**src/rtl/sprite_position_scheduler_if.sv**
```systemverilog
// Requester-side write port of the sprite position scheduler.
// All requesters share one bundle. Each requester owns one bit of req_valid
// and one slot of each data array. The scheduler answers with a one-hot
// req_ready grant.
interface sprite_position_scheduler_if #(
  parameter int NUM_REQ = 2,
  parameter int IDW     = 2
);
  logic [NUM_REQ-1:0]          req_valid;
  logic [NUM_REQ-1:0][IDW-1:0] req_id;
  logic [NUM_REQ-1:0][10:0]    req_row;
  logic [NUM_REQ-1:0][11:0]    req_col;
  logic [NUM_REQ-1:0]          req_ready;

  modport master (output req_valid, req_id, req_row, req_col, input req_ready);
  modport slave  (input req_valid, req_id, req_row, req_col, output req_ready);
endinterface

```
**src/rtl/sprite_position_scheduler.sv**
```systemverilog
// Double-buffered sprite position table.
// Requesters write a shadow table through a round-robin arbitrated port.
// On vblank_start, a sequenced commit copies every dirty shadow entry into
// the active table, one sprite per cycle.
// Optional feature macro: SPRITE_CLAMP_EN. When it is defined, coordinates
// are clamped to the visible area (row <= 1199, col <= 1599) as they are
// written to the shadow table.
module sprite_position_scheduler #(
  parameter int SPRITES = 4,
  parameter int NUM_REQ = 2,
  parameter int IDW     = (SPRITES > 1) ? $clog2(SPRITES) : 1
) (
  input  logic                      clock_162,
  input  logic                      rst,
  input  logic                      vblank_start,
  sprite_position_scheduler_if.slave req_if,
  output logic [SPRITES-1:0][10:0]  sprite_row,
  output logic [SPRITES-1:0][11:0]  sprite_col,
  output logic                      commit_done,
  output logic [15:0]               frame_count,
  output logic                      overrun,
  output logic                      bad_id
);

  localparam int IXW = (SPRITES > 1) ? $clog2(SPRITES) : 1;
  localparam int PW  = (NUM_REQ > 1) ? $clog2(NUM_REQ) : 1;
  localparam logic [IXW-1:0] LAST_IDX = IXW'(SPRITES - 1);

  typedef enum logic [0:0] {
    ST_IDLE   = 1'b0,
    ST_COMMIT = 1'b1
  } state_t;

  state_t                   state_q, state_d;
  logic [IXW-1:0]           idx_q, idx_d;
  logic [PW-1:0]            rr_ptr_q, rr_ptr_d;
  logic                     done_q, done_d;
  logic [15:0]              frame_q, frame_d;
  logic                     overrun_q, overrun_d;
  logic                     bad_id_q;
  logic [SPRITES-1:0][10:0] shadow_row_q, active_row_q;
  logic [SPRITES-1:0][11:0] shadow_col_q, active_col_q;
  logic [SPRITES-1:0]       dirty_q;

  logic                     grant_any_s;
  logic [PW-1:0]            grant_idx_s;
  logic [PW-1:0]            cand_s;
  logic [NUM_REQ-1:0]       grant_s;
  logic [IDW-1:0]           sel_id_s;
  logic [10:0]              sel_row_s;
  logic [11:0]              sel_col_s;
  logic                     sel_ok_s;

`ifdef SPRITE_CLAMP_EN
  function automatic logic [10:0] clamp_row(input logic [10:0] r);
    clamp_row = (r > 11'd1199) ? 11'd1199 : r;
  endfunction

  function automatic logic [11:0] clamp_col(input logic [11:0] c);
    clamp_col = (c > 12'd1599) ? 12'd1599 : c;
  endfunction
`else
  function automatic logic [10:0] clamp_row(input logic [10:0] r);
    clamp_row = r;
  endfunction

  function automatic logic [11:0] clamp_col(input logic [11:0] c);
    clamp_col = c;
  endfunction
`endif

  // Round-robin search. Find the first valid requester at or after rr_ptr.
  // Only IDLE cycles without a vblank_start are eligible for a grant.
  always_comb begin
    grant_any_s = 1'b0;
    grant_idx_s = '0;
    cand_s      = '0;
    if (!rst && (state_q == ST_IDLE) && !vblank_start) begin
      for (int i = 0; i < NUM_REQ; i++) begin
        cand_s = PW'((int'(rr_ptr_q) + i) % NUM_REQ);
        if (!grant_any_s && req_if.req_valid[cand_s]) begin
          grant_any_s = 1'b1;
          grant_idx_s = cand_s;
        end
      end
    end else begin
      grant_any_s = 1'b0;
    end
  end

  // Expand the grant into the one-hot ready vector.
  always_comb begin
    grant_s = '0;
    if (grant_any_s) begin
      grant_s[grant_idx_s] = 1'b1;
    end else begin
      grant_s = '0;
    end
  end

  assign req_if.req_ready = grant_s;

  // Mux the granted requester's payload and check that its id is in range.
  always_comb begin
    sel_id_s  = req_if.req_id[grant_idx_s];
    sel_row_s = clamp_row(req_if.req_row[grant_idx_s]);
    sel_col_s = clamp_col(req_if.req_col[grant_idx_s]);
    sel_ok_s  = (int'(sel_id_s) < SPRITES);
  end

  // Advance the pointer past the winner. Hold it when nothing is granted.
  always_comb begin
    rr_ptr_d = rr_ptr_q;
    if (grant_any_s) begin
      rr_ptr_d = PW'((int'(grant_idx_s) + 1) % NUM_REQ);
    end else begin
      rr_ptr_d = rr_ptr_q;
    end
  end

  // Commit sequencer next state: walk idx across every sprite, then return to IDLE.
  always_comb begin
    state_d   = state_q;
    idx_d     = idx_q;
    done_d    = 1'b0;
    frame_d   = frame_q;
    overrun_d = overrun_q;
    case (state_q)
      ST_IDLE: begin
        if (vblank_start) begin
          state_d = ST_COMMIT;
          idx_d   = '0;
        end else begin
          state_d = ST_IDLE;
        end
      end
      ST_COMMIT: begin
        if (vblank_start) begin
          overrun_d = 1'b1;
        end else begin
          overrun_d = overrun_q;
        end
        if (idx_q == LAST_IDX) begin
          state_d = ST_IDLE;
          idx_d   = '0;
          done_d  = 1'b1;
          frame_d = frame_q + 16'd1;
        end else begin
          idx_d = idx_q + IXW'(1);
        end
      end
      default: begin
        state_d = ST_IDLE;
        idx_d   = '0;
      end
    endcase
  end

  // Control registers: FSM state, commit index, arbiter pointer and status flags.
  always_ff @(posedge clock_162) begin
    if (rst) begin
      state_q   <= ST_IDLE;
      idx_q     <= '0;
      rr_ptr_q  <= '0;
      done_q    <= 1'b0;
      frame_q   <= 16'd0;
      overrun_q <= 1'b0;
    end else begin
      state_q   <= state_d;
      idx_q     <= idx_d;
      rr_ptr_q  <= rr_ptr_d;
      done_q    <= done_d;
      frame_q   <= frame_d;
      overrun_q <= overrun_d;
    end
  end

  // Tables. Shadow writes happen only in IDLE. Shadow-to-active copies
  // happen only in COMMIT. The two therefore never collide on dirty_q.
  always_ff @(posedge clock_162) begin
    if (rst) begin
      shadow_row_q <= '0;
      shadow_col_q <= '0;
      active_row_q <= '0;
      active_col_q <= '0;
      dirty_q      <= '0;
      bad_id_q     <= 1'b0;
    end else begin
      if (grant_any_s) begin
        if (sel_ok_s) begin
          for (int k = 0; k < SPRITES; k++) begin
            if (int'(sel_id_s) == k) begin
              shadow_row_q[k] <= sel_row_s;
              shadow_col_q[k] <= sel_col_s;
              dirty_q[k]      <= 1'b1;
            end
          end
        end else begin
          bad_id_q <= 1'b1;
        end
      end
      if (state_q == ST_COMMIT) begin
        for (int k = 0; k < SPRITES; k++) begin
          if ((int'(idx_q) == k) && dirty_q[k]) begin
            active_row_q[k] <= shadow_row_q[k];
            active_col_q[k] <= shadow_col_q[k];
            dirty_q[k]      <= 1'b0;
          end
        end
      end
    end
  end

  assign sprite_row  = active_row_q;
  assign sprite_col  = active_col_q;
  assign commit_done = done_q;
  assign frame_count = frame_q;
  assign overrun     = overrun_q;
  assign bad_id      = bad_id_q;

endmodule

```
**src/flat_wrapper.sv**
```systemverilog
// flat-port wrapper written by rule: the top's interface ports become plain ports
module sprite_position_scheduler_flat 
#(
  parameter int SPRITES = 4,
  parameter int NUM_REQ = 2,
  parameter int IDW     = (SPRITES > 1) ? $clog2(SPRITES) : 1
)
  (clock_162, rst, vblank_start, sprite_row, sprite_col, commit_done, frame_count, overrun, bad_id, req_if_req_valid, req_if_req_id, req_if_req_row, req_if_req_col, req_if_req_ready);
  sprite_position_scheduler_if #(.NUM_REQ(NUM_REQ), .IDW(IDW)) req_if_i ();
  input  logic clock_162;
  input  logic rst;
  input  logic vblank_start;
  output logic [SPRITES-1:0][10:0] sprite_row;
  output logic [SPRITES-1:0][11:0] sprite_col;
  output logic commit_done;
  output logic [15:0] frame_count;
  output logic overrun;
  output logic bad_id;
  input wire logic [$bits(req_if_i.req_valid)-1:0] req_if_req_valid;
  input wire logic [$bits(req_if_i.req_id)-1:0] req_if_req_id;
  input wire logic [$bits(req_if_i.req_row)-1:0] req_if_req_row;
  input wire logic [$bits(req_if_i.req_col)-1:0] req_if_req_col;
  output wire logic [$bits(req_if_i.req_ready)-1:0] req_if_req_ready;
  assign req_if_i.req_valid = req_if_req_valid;
  assign req_if_i.req_id = req_if_req_id;
  assign req_if_i.req_row = req_if_req_row;
  assign req_if_i.req_col = req_if_req_col;
  assign req_if_req_ready = req_if_i.req_ready;
  sprite_position_scheduler #(.SPRITES(SPRITES), .NUM_REQ(NUM_REQ), .IDW(IDW)) u_core (.clock_162(clock_162), .rst(rst), .vblank_start(vblank_start), .req_if(req_if_i), .sprite_row(sprite_row), .sprite_col(sprite_col), .commit_done(commit_done), .frame_count(frame_count), .overrun(overrun), .bad_id(bad_id));
endmodule
```
**config.mk**
```make
export PLATFORM = sky130hd
export DESIGN_NAME = sprite_position_scheduler_flat
export DESIGN_NICKNAME = d
export VERILOG_FILES = /design/src/rtl/sprite_position_scheduler_if.sv /design/src/rtl/sprite_position_scheduler.sv /design/src/flat_wrapper.sv
export SDC_FILE = /design/constraint.sdc
export NUM_CORES = 1
export LEC_CHECK = 0
export ABC_CLOCK_PERIOD_IN_PS = 2780
export CAP_MARGIN = 30
export CELL_PAD_IN_SITES_DETAIL_PLACEMENT = 1
export CELL_PAD_IN_SITES_GLOBAL_PLACEMENT = 2
export CORE_MARGIN = 1.5
export CORE_UTILIZATION = 34
export DETAILED_ROUTE_END_ITERATION = 7
export HOLD_SLACK_MARGIN = 0.08
export MAX_ROUTING_LAYER = met4
export PLACE_DENSITY_LB_ADDON = 0.05
export SYNTH_ARGS = -nofsm -noshare
export SYNTH_HDL_FRONTEND = slang
export SYNTH_SLANG_ARGS = --single-unit
export TNS_END_PERCENT = 1
```
**constraint.sdc**
```tcl
create_clock -name clock_162 -period 2.78 [get_ports clock_162]
set_clock_uncertainty 0.05 [all_clocks]
set_input_delay 0.695 -clock clock_162 [delete_from_list [all_inputs] [get_ports clock_162]]
set_output_delay 0.695 -clock clock_162 [all_outputs]
set_load 0.01 [all_outputs]
```
# Yosys cells after proc, flatten, opt, wreduce, memory -nomap -nowiden

Cells that the tools add are included.

Output and inout port bits: 113
Input bits: 55
Flip-flop bits (word level): 210
Logic and storage cells: 101

Eq/ne operators: 8
Order comparisons: 4
Muxes and demuxes: 37
Reduce and logical (&&, ||, !) cells: 24
Add/sub/neg operators: 4
Bitwise logic cells: 1

Operators with widths:

| kind                                                     | count |
|---|---|
| two-way mux 12 bit                                       | 2 |
| two-way mux 1 bit                                        | 23 |
| two-way mux 11 bit                                       | 2 |
| AND reduction 2 bit                                      | 10 |
| adder 16 x 1 -> 16 bit, second input constant            | 1 |
| == test 2 bit, second input constant                     | 5 |
| two-way mux 2 bit                                        | 5 |
| logical AND 1 bit                                        | 8 |
| two-way mux 4 bit                                        | 2 |
| < comparator 1 x 2 -> 1 bit, second input constant       | 3 |
| == test 2 x 1 -> 1 bit, second input constant            | 2 |
| zero test 2 bit                                          | 2 |
| case mux 2 bit (2 select lines)                          | 1 |
| zero test 1 bit                                          | 3 |
| adder 1 bit, second input constant                       | 2 |
| adder 2 x 1 -> 2 bit, second input constant              | 1 |
| != test 2 bit, second input constant                     | 1 |
| case mux 1 bit (2 select lines)                          | 1 |
| OR reduction 2 bit                                       | 1 |
| demux 1 bit (select 1 bit)                               | 1 |
| greater-or-equal comparator 1 bit, second input constant | 1 |
| NOT 1 bit                                                | 1 |

# Longest topological paths before layout

Depth after elaboration: 15
Gate-level depth with buffers: 7
Mapped depth without buffers: 5

# Worst setup path after synthesis

Ideal clock, no wire load.

Path kind: input to output
Start: input vblank_start
End: output req_if_req_ready[1]
Data arrival time: 1,432 ps
Setup slack: 603 ps
Data required time: 2,035 ps
Path buffers: 1
Cell stages on the path: 4
Path through: nor3_4 > nand3_4 > buf_8 > inv_1

Word-level cells in the longest chain between the ends: 8
Elaborated cells on any way between the ends: 10
Those cells by class: order compare (2); mux (5); reduce/logical (3)

RTL lines:

| what                                                                                                   | RTL line                        | RTL |
|---|---|---|
| start, declared                                                                                        | flat_wrapper.sv:12              | `input logic vblank_start;` |
| zero test 1 bit *                                                                                      | sprite_position_scheduler.sv:78 | `if (!rst && (state_q == ST_IDLE) && !vblank_start) begin` |
| logical AND 1 bit *                                                                                    | sprite_position_scheduler.sv:78 |  |
| two-way mux 1 bit                                                                                      | sprite_position_scheduler.sv:78 |  |
| < comparator 1 x 2 -> 1 bit (not written as such) or greater-or-equal comparator 1 bit (tied branches) | sprite_position_scheduler.sv:95 | `grant_s[grant_idx_s] = 1'b1;` |
| logical AND 1 bit (not written as such)                                                                | sprite_position_scheduler.sv:95 |  |
| two-way mux 1 bit (not written as such)                                                                | sprite_position_scheduler.sv:95 |  |
| demux 1 bit (select 1 bit)                                                                             | --                              |  |
| two-way mux 2 bit *                                                                                    | sprite_position_scheduler.sv:94 | `if (grant_any_s) begin` |
| end, declared                                                                                          | flat_wrapper.sv:23              | `output wire logic [$bits(req_if_i.req_ready)-1:0] req_if_req_ready;` |

Every way passes the cells marked *; elsewhere a longest branch is shown, timed or not.

# Final worst setup path

Start: input req_if_req_valid[0]
End: output req_if_req_ready[0]

Word-level cells in the longest chain between the ends: 13
Elaborated cells on any way between the ends: 19
Those cells by class: order compare (2); mux (14); reduce/logical (3)

RTL lines:

| what                                                                                                   | RTL line                        | RTL |
|---|---|---|
| start, declared                                                                                        | flat_wrapper.sv:19              | `input wire logic [$bits(req_if_i.req_valid)-1:0] req_if_req_valid;` |
| two-way mux 1 bit (not written as such) (2 in series)                                                  | sprite_position_scheduler.sv:81 | `if (!grant_any_s && req_if.req_valid[cand_s]) begin` |
| two-way mux 1 bit                                                                                      | sprite_position_scheduler.sv:81 |  |
| two-way mux 1 bit                                                                                      | sprite_position_scheduler.sv:78 |  |
| zero test 1 bit                                                                                        | sprite_position_scheduler.sv:81 |  |
| logical AND 1 bit                                                                                      | sprite_position_scheduler.sv:81 |  |
| two-way mux 1 bit                                                                                      | sprite_position_scheduler.sv:81 |  |
| two-way mux 1 bit                                                                                      | sprite_position_scheduler.sv:78 |  |
| < comparator 1 x 2 -> 1 bit (not written as such) or greater-or-equal comparator 1 bit (tied branches) | sprite_position_scheduler.sv:95 |  |
| logical AND 1 bit (not written as such)                                                                | sprite_position_scheduler.sv:95 |  |
| two-way mux 1 bit (not written as such)                                                                | sprite_position_scheduler.sv:95 |  |
| demux 1 bit (select 1 bit)                                                                             | --                              |  |
| two-way mux 2 bit *                                                                                    | sprite_position_scheduler.sv:94 |  |

Every way passes the cells marked *; elsewhere a longest branch is shown, timed or not. The select of a mux whose other input is x is not followed.

==> qor.txt <==
Synth Area in Compound Gates -> 7.963%
hold endpoint -> u_core.sprite_row[41]
main combinational cell family by area after synthesis -> simple AND/OR/NAND/NOR gates
Sw Pwr -> 1.465 mW
part of the power in registers -> 45.6%
DR iter-0 viols -> 299
Critical R2R Launch -> u_core.idx_q[0]
worst stage delay on the critical path -> 520 ps
top cells by count, synth -> dfxtp_1, nand2_1, a21oi_1, mux2i_1, nand2b_1
first-pass GRT wire length -> 36.85 mm
Final Setup Violations -> 0
combinational share of power -> 5.9%
clock share of power -> 48.5%
Final ANT Viol Nets -> 0
Net Count, Synth -> 934
DIE WIDTH -> 160.5 µm
Setup TNS Final -> 0 ps
multiplexer share of the synthesized area -> 16.31%
hold path startpoint -> u_core.shadow_row_q[41]
largest area contributor in the netlist -> dfxtp_1
Pwr per Cell Area -> 595.7 nW/µm²
placed insts -> 1,335
Simple-Gate Fraction of Synth Area -> 19.63%
Startpoint Class -> input pin
Max Clock Freq -> 371.7 MHz
hold path depth -> 2
post-synthesis register bit count -> 210
Netlist cell types -> 39
actual slew at the worst max-slew pin -> 813.8 ps
outcome -> finished clean
Initial Util -> 34.70%
initial antenna violation count -> 0
Cell Area, Synth -> 8438 µm²
Int Pwr -> 5.302 mW
clk sinks -> 210
crit-path cells -> clkdlybuf4s50_1, nand2b_1, buf_4, a21oi_1, dlygate4sd2_1
Mean Syn Cell Area -> 9.655 µm²
switching fraction of total power -> 21.65%
worst setup slack after layout -> 89.68 ps
critical path class -> input pin to output port
FP Rows -> 57
Die H -> 160.5 µm
Final Core Density -> 46.72%
sequential element share of the synthesized area -> 49.82%
H-tree depth -> 1
vias in the first global route -> 6,710
DRC -> 0
R2R Path End -> u_core.frame_count[15]
Detailed Place HPWL -> 15.54 mm
r2r worst-path depth -> 5
min-delay worst type -> register to register
vias -> 6,541
Non-Filler Instances -> 1,379
core footprint -> 24,320 µm²
Max Slew Vio Count -> 0
nature of the critical path endpoint -> output port
Leak Pwr -> 4.404 nW
routability cong. -> 0.7442
pre-CTS setup slack -> -342.4 ps
finished layout cell area -> 11,360 µm²
Clock Tree Root -> clkbuf_16
Overall Power -> 6.767 mW
DR pass1 iterations -> 4
CTS tree -> yes
fin crit period -> 2690 ps
clk_lat worst skew -> 510 ps
die area -> 25,770 µm²
RSZ-0062 raised after global routing -> false
highest net fanout along the worst path -> 3
synth warn -> 0
R2R Setup Slk -> 890 ps
Layout area overhead -> 34.64%
Crit path arrival time -> 1950 ps
most common cell in the synthesized netlist -> dfxtp_1
Post-layout nets -> 1,099
DR WL/cell -> 16.60 µm
port bufs -> 166
final WL -> 22.89 mm
Ant. Diodes -> 0
Slew HR -> 45.75%
via/cell ratio -> 4.743
clock buffer count from CTS -> 24
smallest hold slack -> 397.8 ps
adder-cell share of the synthesized area -> 0.7414%
ys async rst share -> 0%
global route overflow -> 0
final hold violation count -> 0
Area after DPL -> 10,510 µm²
Data required, critical path -> 2040 ps
Tot GR Track Use -> 18.41%
largest cells by area after synthesis -> dfxtp_1, mux2i_1, nand2_1
Syn Inst Count -> 874
number of synthesized flops with an enable pin -> 0
final worst-path cycle share -> 96.77%
layout cells sized above 1 -> 9.668%
Top FF cell, synth -> dfxtp_1
Clock transition at path regs -> 60 ps
Post-Synth XOR/XNOR Area -> 1.142%
Crit-path slowest cell -> clkdlybuf4s50_1
IO Pins -> 168
share of the synthesized area in the top cell type -> 49.82%
pin count of the biggest net entering global routing -> 211
Max VDD drop -> 0.3607 mV
max-cap viol count -> 0
clk buf depth -> 3
-- kinds of logic (layout without fill, tap and decap cells) --
family	Yosys count	after routing
xor gates and xnor gates	11	11
AOI/OAI and AO/OA	121	121
other	1	1
buffers and inverters	68	249
adders and majority gates	5	5
and+or+nand+nor	343	343
muxes	115	115
DFF	210	210
-- placed cells by master, fill, tap and decap left out, drive strengths merged, types with 20 or more instances in the layout --
master / Yosys / final
nand2b: 97 / 97
clkdlybuf4s50: 0 / 161
a21oi: 105 / 105
buf: 20 / 35
nor2: 20 / 20
dfxtp: 210 / 210
clkbuf: 41 / 34
nand2: 190 / 190
mux2i: 115 / 115
-- power groups by stage --
stage / Sequential [mW] / Clock (mW) / Combinational [mW]
floorplan: 3.14 / 0 / 0.222
global placement: 3.15 / 0 / 0.403
detailed placement: 3.15 / 0 / 0.405
CTS: 3.08 / 3.38 / 0.406
global route: 3.09 / 3.50 / 0.434
finish: 3.08 / 3.28 / 0.402
-- final cells by class --
type	count	area [µm²]
fillers	2721	12960
flip-flops and latches	210	4204
multi-input cells	596	3875
repair buffers	200	2026
clock buffers	34	709.4
well taps	324	405.4
clock inverters	8	115.1
inverters	7	26.28
-- routing by layer --
layer | routed length (µm) | up-vias | global-route usage [%]
li1 | - | 3224 | -
met1 | 11170 | 3170 | 25.19
met2 | 10510 | 119 | 29.14
met3 | 865 | 28 | 2.454
met4 | 344 | 0 | 3.738
met5 | 0 | - | -
-- registers in the layout, summed over array words and instances, names as in the netlist --
signal and flops:
u_core.idx_q 2, u_core.shadow_row_q 44, u_core.shadow_col_q 48, u_core.sprite_row 44, u_core.sprite_col 48, u_core.commit_done 1
u_core.dirty_q 4, u_core.overrun 1, u_core.state_q 1, u_core.frame_count 16, u_core.rr_ptr_q 1
-- worst max-delay path: cells and delay by family --
| kind | cells | cell delay, ps |
|---|---|---|
| AND/OR/NAND/NOR | 1 | 140 |
| AO/OA/AOI/OAI | 1 | 140 |
| buffers and inverters | 3 | 960 |
-- what timing repair did --
| action | in CTS | in global routing |
|---|---|---|
| pin swaps | 1 | 0 |
| setup endpoints to repair | 2 | 1 |
| buffers inserted | 0 | 1 |
| cloned | 0 | 0 |
| hold buffers | 0 | 0 |
| gates resized for setup | 6 | 1 |
-- how the worst max path moves through the flow --
stage,from,to,slack [ps],cells after the start
floorplan,vblank_start,req_if_req_ready[1],600,4
global placement,vblank_start,req_if_req_ready[1],-330,6
detailed placement,vblank_start,req_if_req_ready[1],-340,6
CTS,req_if_req_valid[0],req_if_req_ready[1],20,5
global route,req_if_req_valid[0],req_if_req_ready[0],60,5
finish,req_if_req_valid[0],req_if_req_ready[0],90,5
No activity file was read; power rests on OpenSTA's default activity.
